`src/rtl/dbi_tx_scheduler_if.sv`:
```
// Handshake bundle between the DBI TX scheduler, its requesters (cfg source,
// pixel FIFO) and the TX PHY. The scheduler uses the slave view.
interface dbi_tx_scheduler_if #(
  parameter int DATA_W = 8
);
  logic              cfg_req_valid_i;
  logic              cfg_req_dcx_i;
  logic [DATA_W-1:0] cfg_req_data_i;
  logic              cfg_req_last_i;
  logic              cfg_req_ready_o;
  logic              frm_req_i;
  logic              pix_valid_i;
  logic [DATA_W-1:0] pix_data_i;
  logic              pix_ready_o;
  logic              phy_valid_o;
  logic              phy_dcx_o;
  logic [DATA_W-1:0] phy_data_o;
  logic              phy_csx_o;
  logic              phy_ready_i;
  logic              busy_o;
  logic              frm_done_o;

  modport master (
    output cfg_req_valid_i, cfg_req_dcx_i, cfg_req_data_i, cfg_req_last_i,
    output frm_req_i, pix_valid_i, pix_data_i, phy_ready_i,
    input  cfg_req_ready_o, pix_ready_o, phy_valid_o, phy_dcx_o,
    input  phy_data_o, phy_csx_o, busy_o, frm_done_o
  );

  modport slave (
    input  cfg_req_valid_i, cfg_req_dcx_i, cfg_req_data_i, cfg_req_last_i,
    input  frm_req_i, pix_valid_i, pix_data_i, phy_ready_i,
    output cfg_req_ready_o, pix_ready_o, phy_valid_o, phy_dcx_o,
    output phy_data_o, phy_csx_o, busy_o, frm_done_o
  );
endinterface

```
`src/rtl/dbi_tx_scheduler.sv`:
```
// Shares the DBI TX PHY byte channel between config byte streams and frame
// transfers (CASET/PASET/RAMWR header + pixels), framing each with CSX/DCX.
module dbi_tx_scheduler #(
  parameter int DATA_W       = 8,
  parameter int COL_MAX      = 239,
  parameter int ROW_MAX      = 319,
  parameter int BYTES_PER_PX = 2,
  parameter int CNT_W        = 18
) (
  input logic                clk,
  input logic                rst,
  dbi_tx_scheduler_if.slave  bus
);

  localparam int               FRAME_BYTES = (COL_MAX + 1) * (ROW_MAX + 1) * BYTES_PER_PX;
  localparam logic [CNT_W-1:0] LAST_PIX    = CNT_W'(FRAME_BYTES - 1);
  localparam logic [15:0]      COL_A       = 16'(COL_MAX);
  localparam logic [15:0]      ROW_A       = 16'(ROW_MAX);
  localparam logic [3:0]       HDR_LAST    = 4'd10;

  typedef enum logic [2:0] {IDLE, CFG, HDR, PIX, DRAIN, GAP} state_t;

  state_t            state_q, state_d;
  logic              valid_q, valid_d;
  logic              dcx_q, dcx_d;
  logic [DATA_W-1:0] data_q, data_d;
  logic              csx_q, csx_d;
  logic              busy_q;
  logic              done_q, done_d;
  logic              frame_q, frame_d;
  logic [3:0]        hdr_q, hdr_d;
  logic [CNT_W-1:0]  cnt_q, cnt_d;
  logic              slot_free;
  logic              cfg_ready, pix_ready;
  logic [DATA_W:0]   hdr_word;

  // Header entry as {dcx, byte}
  function automatic logic [DATA_W:0] hdr_entry(input logic [3:0] idx);
    logic [DATA_W:0] w;
    unique case (idx)
      4'd0:    w = {1'b0, DATA_W'(8'h2A)};
      4'd3:    w = {1'b1, DATA_W'(COL_A[15:8])};
      4'd4:    w = {1'b1, DATA_W'(COL_A[7:0])};
      4'd5:    w = {1'b0, DATA_W'(8'h2B)};
      4'd8:    w = {1'b1, DATA_W'(ROW_A[15:8])};
      4'd9:    w = {1'b1, DATA_W'(ROW_A[7:0])};
      4'd10:   w = {1'b0, DATA_W'(8'h2C)};
      default: w = {1'b1, {DATA_W{1'b0}}};
    endcase
    return w;
  endfunction

  assign slot_free = !valid_q || bus.phy_ready_i;
  assign hdr_word  = hdr_entry(hdr_q);

  always_comb begin
    state_d   = state_q;
    valid_d   = slot_free ? 1'b0 : valid_q;
    dcx_d     = dcx_q;
    data_d    = data_q;
    csx_d     = csx_q;
    done_d    = 1'b0;
    frame_d   = frame_q;
    hdr_d     = hdr_q;
    cnt_d     = cnt_q;
    cfg_ready = 1'b0;
    pix_ready = 1'b0;

    unique case (state_q)
      IDLE: begin
        csx_d = 1'b1;
        if (bus.cfg_req_valid_i) begin
          // Slot is always empty in IDLE, so the first cfg byte loads directly
          cfg_ready = 1'b1;
          valid_d   = 1'b1;
          dcx_d     = bus.cfg_req_dcx_i;
          data_d    = bus.cfg_req_data_i;
          csx_d     = 1'b0;
          frame_d   = 1'b0;
          state_d   = bus.cfg_req_last_i ? DRAIN : CFG;
        end else if (bus.frm_req_i) begin
          valid_d = 1'b1;
          {dcx_d, data_d} = hdr_entry(4'd0);
          hdr_d   = 4'd1;
          csx_d   = 1'b0;
          frame_d = 1'b1;
          state_d = HDR;
        end
      end
      CFG: begin
        cfg_ready = slot_free;
        if (slot_free && bus.cfg_req_valid_i) begin
          valid_d = 1'b1;
          dcx_d   = bus.cfg_req_dcx_i;
          data_d  = bus.cfg_req_data_i;
          if (bus.cfg_req_last_i) state_d = DRAIN;
        end
      end
      HDR: begin
        if (slot_free) begin
          valid_d = 1'b1;
          {dcx_d, data_d} = hdr_word;
          hdr_d = hdr_q + 4'd1;
          if (hdr_q == HDR_LAST) begin
            hdr_d   = '0;
            cnt_d   = '0;
            state_d = PIX;
          end
        end
      end
      PIX: begin
        pix_ready = slot_free;
        if (slot_free && bus.pix_valid_i) begin
          valid_d = 1'b1;
          dcx_d   = 1'b1;
          data_d  = bus.pix_data_i;
          cnt_d   = cnt_q + 1'b1;
          if (cnt_q == LAST_PIX) state_d = DRAIN;
        end
      end
      DRAIN: begin
        if (slot_free) begin
          csx_d   = 1'b1;
          done_d  = frame_q;
          state_d = GAP;
        end
      end
      GAP: begin
        frame_d = 1'b0;
        state_d = IDLE;
      end
      default: state_d = IDLE;
    endcase
  end

  always_ff @(posedge clk or posedge rst) begin
    if (rst) begin
      state_q <= IDLE;
      valid_q <= 1'b0;
      dcx_q   <= 1'b1;
      data_q  <= '0;
      csx_q   <= 1'b1;
      busy_q  <= 1'b0;
      done_q  <= 1'b0;
      frame_q <= 1'b0;
      hdr_q   <= '0;
      cnt_q   <= '0;
    end else begin
      state_q <= state_d;
      valid_q <= valid_d;
      dcx_q   <= dcx_d;
      data_q  <= data_d;
      csx_q   <= csx_d;
      busy_q  <= (state_d != IDLE);
      done_q  <= done_d;
      frame_q <= frame_d;
      hdr_q   <= hdr_d;
      cnt_q   <= cnt_d;
    end
  end

  assign bus.cfg_req_ready_o = cfg_ready;
  assign bus.pix_ready_o     = pix_ready;
  assign bus.phy_valid_o     = valid_q;
  assign bus.phy_dcx_o       = dcx_q;
  assign bus.phy_data_o      = data_q;
  assign bus.phy_csx_o       = csx_q;
  assign bus.busy_o          = busy_q;
  assign bus.frm_done_o      = done_q;

endmodule

```
`src/flat_wrapper.sv`:
```
// flat-port wrapper written by rule: the top's interface ports become plain ports
module dbi_tx_scheduler_flat 
#(
  parameter int DATA_W       = 8,
  parameter int COL_MAX      = 239,
  parameter int ROW_MAX      = 319,
  parameter int BYTES_PER_PX = 2,
  parameter int CNT_W        = 18
)
  (clk, rst, bus_cfg_req_valid_i, bus_cfg_req_dcx_i, bus_cfg_req_data_i, bus_cfg_req_last_i, bus_frm_req_i, bus_pix_valid_i, bus_pix_data_i, bus_phy_ready_i, bus_cfg_req_ready_o, bus_pix_ready_o, bus_phy_valid_o, bus_phy_dcx_o, bus_phy_data_o, bus_phy_csx_o, bus_busy_o, bus_frm_done_o);
  dbi_tx_scheduler_if #(.DATA_W(DATA_W)) bus_i ();
  input logic clk;
  input logic rst;
  input wire logic [$bits(bus_i.cfg_req_valid_i)-1:0] bus_cfg_req_valid_i;
  input wire logic [$bits(bus_i.cfg_req_dcx_i)-1:0] bus_cfg_req_dcx_i;
  input wire logic [$bits(bus_i.cfg_req_data_i)-1:0] bus_cfg_req_data_i;
  input wire logic [$bits(bus_i.cfg_req_last_i)-1:0] bus_cfg_req_last_i;
  input wire logic [$bits(bus_i.frm_req_i)-1:0] bus_frm_req_i;
  input wire logic [$bits(bus_i.pix_valid_i)-1:0] bus_pix_valid_i;
  input wire logic [$bits(bus_i.pix_data_i)-1:0] bus_pix_data_i;
  input wire logic [$bits(bus_i.phy_ready_i)-1:0] bus_phy_ready_i;
  output wire logic [$bits(bus_i.cfg_req_ready_o)-1:0] bus_cfg_req_ready_o;
  output wire logic [$bits(bus_i.pix_ready_o)-1:0] bus_pix_ready_o;
  output wire logic [$bits(bus_i.phy_valid_o)-1:0] bus_phy_valid_o;
  output wire logic [$bits(bus_i.phy_dcx_o)-1:0] bus_phy_dcx_o;
  output wire logic [$bits(bus_i.phy_data_o)-1:0] bus_phy_data_o;
  output wire logic [$bits(bus_i.phy_csx_o)-1:0] bus_phy_csx_o;
  output wire logic [$bits(bus_i.busy_o)-1:0] bus_busy_o;
  output wire logic [$bits(bus_i.frm_done_o)-1:0] bus_frm_done_o;
  assign bus_i.cfg_req_valid_i = bus_cfg_req_valid_i;
  assign bus_i.cfg_req_dcx_i = bus_cfg_req_dcx_i;
  assign bus_i.cfg_req_data_i = bus_cfg_req_data_i;
  assign bus_i.cfg_req_last_i = bus_cfg_req_last_i;
  assign bus_i.frm_req_i = bus_frm_req_i;
  assign bus_i.pix_valid_i = bus_pix_valid_i;
  assign bus_i.pix_data_i = bus_pix_data_i;
  assign bus_i.phy_ready_i = bus_phy_ready_i;
  assign bus_cfg_req_ready_o = bus_i.cfg_req_ready_o;
  assign bus_pix_ready_o = bus_i.pix_ready_o;
  assign bus_phy_valid_o = bus_i.phy_valid_o;
  assign bus_phy_dcx_o = bus_i.phy_dcx_o;
  assign bus_phy_data_o = bus_i.phy_data_o;
  assign bus_phy_csx_o = bus_i.phy_csx_o;
  assign bus_busy_o = bus_i.busy_o;
  assign bus_frm_done_o = bus_i.frm_done_o;
  dbi_tx_scheduler #(.DATA_W(DATA_W), .COL_MAX(COL_MAX), .ROW_MAX(ROW_MAX), .BYTES_PER_PX(BYTES_PER_PX), .CNT_W(CNT_W)) u_core (.clk(clk), .rst(rst), .bus(bus_i));
endmodule
```
`config.mk`:
```
export PLATFORM = sky130hd
export DESIGN_NAME = dbi_tx_scheduler_flat
export DESIGN_NICKNAME = d
export VERILOG_FILES = /design/src/rtl/dbi_tx_scheduler_if.sv /design/src/rtl/dbi_tx_scheduler.sv /design/src/flat_wrapper.sv
export SDC_FILE = /design/constraint.sdc
export NUM_CORES = 1
export LEC_CHECK = 0
export CORE_MARGIN = 1
export CORE_UTILIZATION = 52
export DETAILED_ROUTE_END_ITERATION = 10
export PLACE_DENSITY = 0.83
export SYNTH_ARGS = -nofsm -noshare
export SYNTH_HDL_FRONTEND = slang
export SYNTH_SLANG_ARGS = --single-unit
```
`constraint.sdc`:
```
create_clock -name clk -period 3.2 [get_ports clk]
set_input_delay 0.64 -clock clk [delete_from_list [all_inputs] [get_ports clk]]
set_output_delay 0.64 -clock clk [all_outputs]
set_load 0.005 [all_outputs]
```
==> impl_metrics.toml <==
[worst_setup_path]
worstPathCellList = "clkdlybuf4s50_1 > nor2b_1 > a2111oi_0 > clkdlybuf4s50_1"
arrival_ps = 2270
reg2reg_depth = 6
critPathBufInv = 2
cpMostUsedCell = "clkdlybuf4s50_1"
required_ps = 2560
cpMaxStageDelayCell = "clkdlybuf4s50_1"
crit_type = "input pin to output port"
cp.depth = 4
max_stage_delay_ps = 580
timing.critical_path.to_type = "output port"
crit_fanout = 2
worst_setup_path_start_kind = "input pin"
cp_top_family = "buffers and inverters"

[cts]
cts.repair.resized = 0
cts_setup_buffers = 0
cts_max_path_buffers = 2
cts_buffers = 5
clkTransAtPathRegs_ps = 80
tritoncts = "yes"
cts.hold.buffers_added = 0
cts-root-buf = "clkbuf_8"
clk_latency_ps = 300
htree_levels = 2
cts.sinks = 39

[finish]
fin_util_pct = 66.1
final_nets = 341
drive_gt1_share_pct = 7.57
antenna_cells = 0
final_cell_area_um2 = 2860
synthToLayoutAreaGrowth_pct = 22.3
final_cells = 369

[synthesis]
syn_area_per_cell_um2 = 8.35
syn_area_um2 = 2340
synth_xor_area_share_pct = 3.75
synth.most_common_cell = "nand2_1"
yosys.area_share.simple_pct = 28.2
yosysSeqAreaShare_pct = 41.8
syn_inst = 280
async_reset_ff_share_pct = 100
synth.area.top_cells = "dfrtp_1 (40%), nand2_1 (6.4%), o21ai_0 (6.4%), nor2_1 (5.8%), a21oi_1 (3.4%)"
synth_compound_area_share_pct = 21.5
synth_fa_ha_area_share_pct = 0.535
synth_top_area_cell = "dfrtp_1"
synth_seq_cells = 39
synth_edf_count = 0
yosysUniqueCellTypes = 53
ys.flop_type = "dfrtp_1"
yosys_warnings = 0
synthMuxAreaShare_pct = 0.428
syn_nets = 305
synth_common_cells = "nand2_1 (40), dfrtp_1 (37), nor2_1 (36)"
yosys.area.top_type_share_pct = 39.6
synth_top_family_by_area = "simple AND/OR/NAND/NOR gates"

[routing]
firstDrtPassIters = 4
vias = 2197
wirelength_mm = 5.51
drc = 0
ant_nets = 0
via_per_inst = 5.95
drtIter0Drc = 265
wl_per_cell_um = 14.9

[global_route]
grt_util_all_layers_pct = 24.8
overflow = 0
grt_pass1_vias = 2153
grt_pass1_wl_mm = 9.51
antenna_found_initial = 0
grt_max_degree = 40

[timing]
finalCriticalPeriod_ps = 2910
tns_ps = 0
setup_viol = 0
worst_clock_skew_ps = 11.6
fmax_ghz = 0.344
post-route-period-util_pct = 90.9
finalMaxSlewViolations = 0
worstMarginPinSlew_ps = 634
hold_violations = 0
max-slew-margin-rel_pct = 57.7
rsz0062_at_grt = "no"

[pwr]
vdd_drop_max_v = 0.000328
power_uw = 2170
pwr_density_cell_nw_per_um2 = 758
static-leakage-power_uw = 0.00117

[min_path]
hold_depth = 2
min_path_type = "flip-flop to flip-flop"

[die]
fp.dieH_um = 69.1
start_util_pct = 54.1
pin_count = 39
num_rows = 24
die_area_um2 = 4770
die_width_um = 69.1
core_area_um2 = 4320

[place]
dp_cells = 361
dp.final_hpwl_mm = 3.78
placed_area_um2 = 2760
gp_congestion = 0.881
io_buffers = 38

[status]
status = "complete, no violations"

[job]
max-cap-violations = 0
-- logic make-up (layout without fill, tap and decap cells) --
| group | after synthesis | count (layout) |
|---|---|---|
| xor+xnor | 10 | 10 |
| buf+inv | 20 | 57 |
| flops | 39 | 39 |
| compound gates | 78 | 78 |
| mux | 1 | 1 |
| fa+ha+maj | 1 | 1 |
| simple gates | 131 | 131 |
-- path summary, 6_finish.rpt --
kind                       slack [ps]                        to                     start
max reg2reg                      1230         u_core.state_q[0]         u_core.state_q[0]
min in group asynchronous         770           u_core.cnt_q[3]                       rst
min reg2reg                       480  u_core.bus.phy_data_o[6]  u_core.bus.phy_data_o[6]
max                               290       bus_cfg_req_ready_o           bus_phy_ready_i
max in group asynchronous        2080      u_core.bus.phy_csx_o                       rst
min                               480  u_core.bus.phy_data_o[6]  u_core.bus.phy_data_o[6]
-- state kept, by name, summed over array words and instances, names as in the netlist --
signal                  flops
u_core.cnt_q               18
u_core.bus.phy_data_o       8
u_core.hdr_q                4
u_core.state_q              3
u_core.bus.busy_o           1
u_core.bus.frm_done_o       1
u_core.bus.phy_csx_o        1
u_core.bus.phy_dcx_o        1
u_core.bus.phy_valid_o      1
u_core.frame_q              1
-- layer usage --
| layer | track usage, % | part of all wire [%] |
|---|---|---|
| met4 | 10.2 | 1.6 |
| met2 | 40.5 | 47 |
| met1 | 31.4 | 45 |
| met5 | 0 | 0 |
| met3 | 6.43 | 5.7 |
-- tightest hold or removal path, cell delays in order, from the launching register on --
cell and delay, ps:
dfrtp_1 350, nand2_1 40, o21ai_0 60
-- through the flow --
stage	hold WS, ps	setup slack [ps]
final	481	293
after global routing	516	201
after CTS	484	298
after detailed placement	466	310
after global placement	461	382
after floorplan	458	1150
-- cell type report --
cell class,count,area [um^2]
clock buffer,8,100
fill,369,1470
inverter,5,18.8
multi-input combinational,221,1270
sequential,39,978
tap,52,65.1
timing repair buffer,44,425
-- cells in the final DEF (no fill, tap or decap), types with 2 or more instances in the layout --
master and instances:
a21oi_1 16, a221oi_1 5, a31oi_1 3, and2b_1 3, and3_1 2, buf_4 6
clkbuf_8 7, clkdlybuf4s50_1 38, dfrtp_1 37, dfstp_2 2, inv_1 5, nand2_1 40
nand2b_1 9, nand3_1 9, nand4_1 7, nor2_1 36, nor2b_1 4, nor3_1 5
nor3_2 2, o211ai_1 2, o21ai_0 30, o22ai_1 4, o31ai_1 7, xnor2_1 3
xor2_1 7
-- power breakdown --
group          switching (uW)  internal, uW  total, uW
Sequential                130           636        766
Clock                     174           197        371
Combinational             564           465       1030
(Power assumes the default switching activity.)
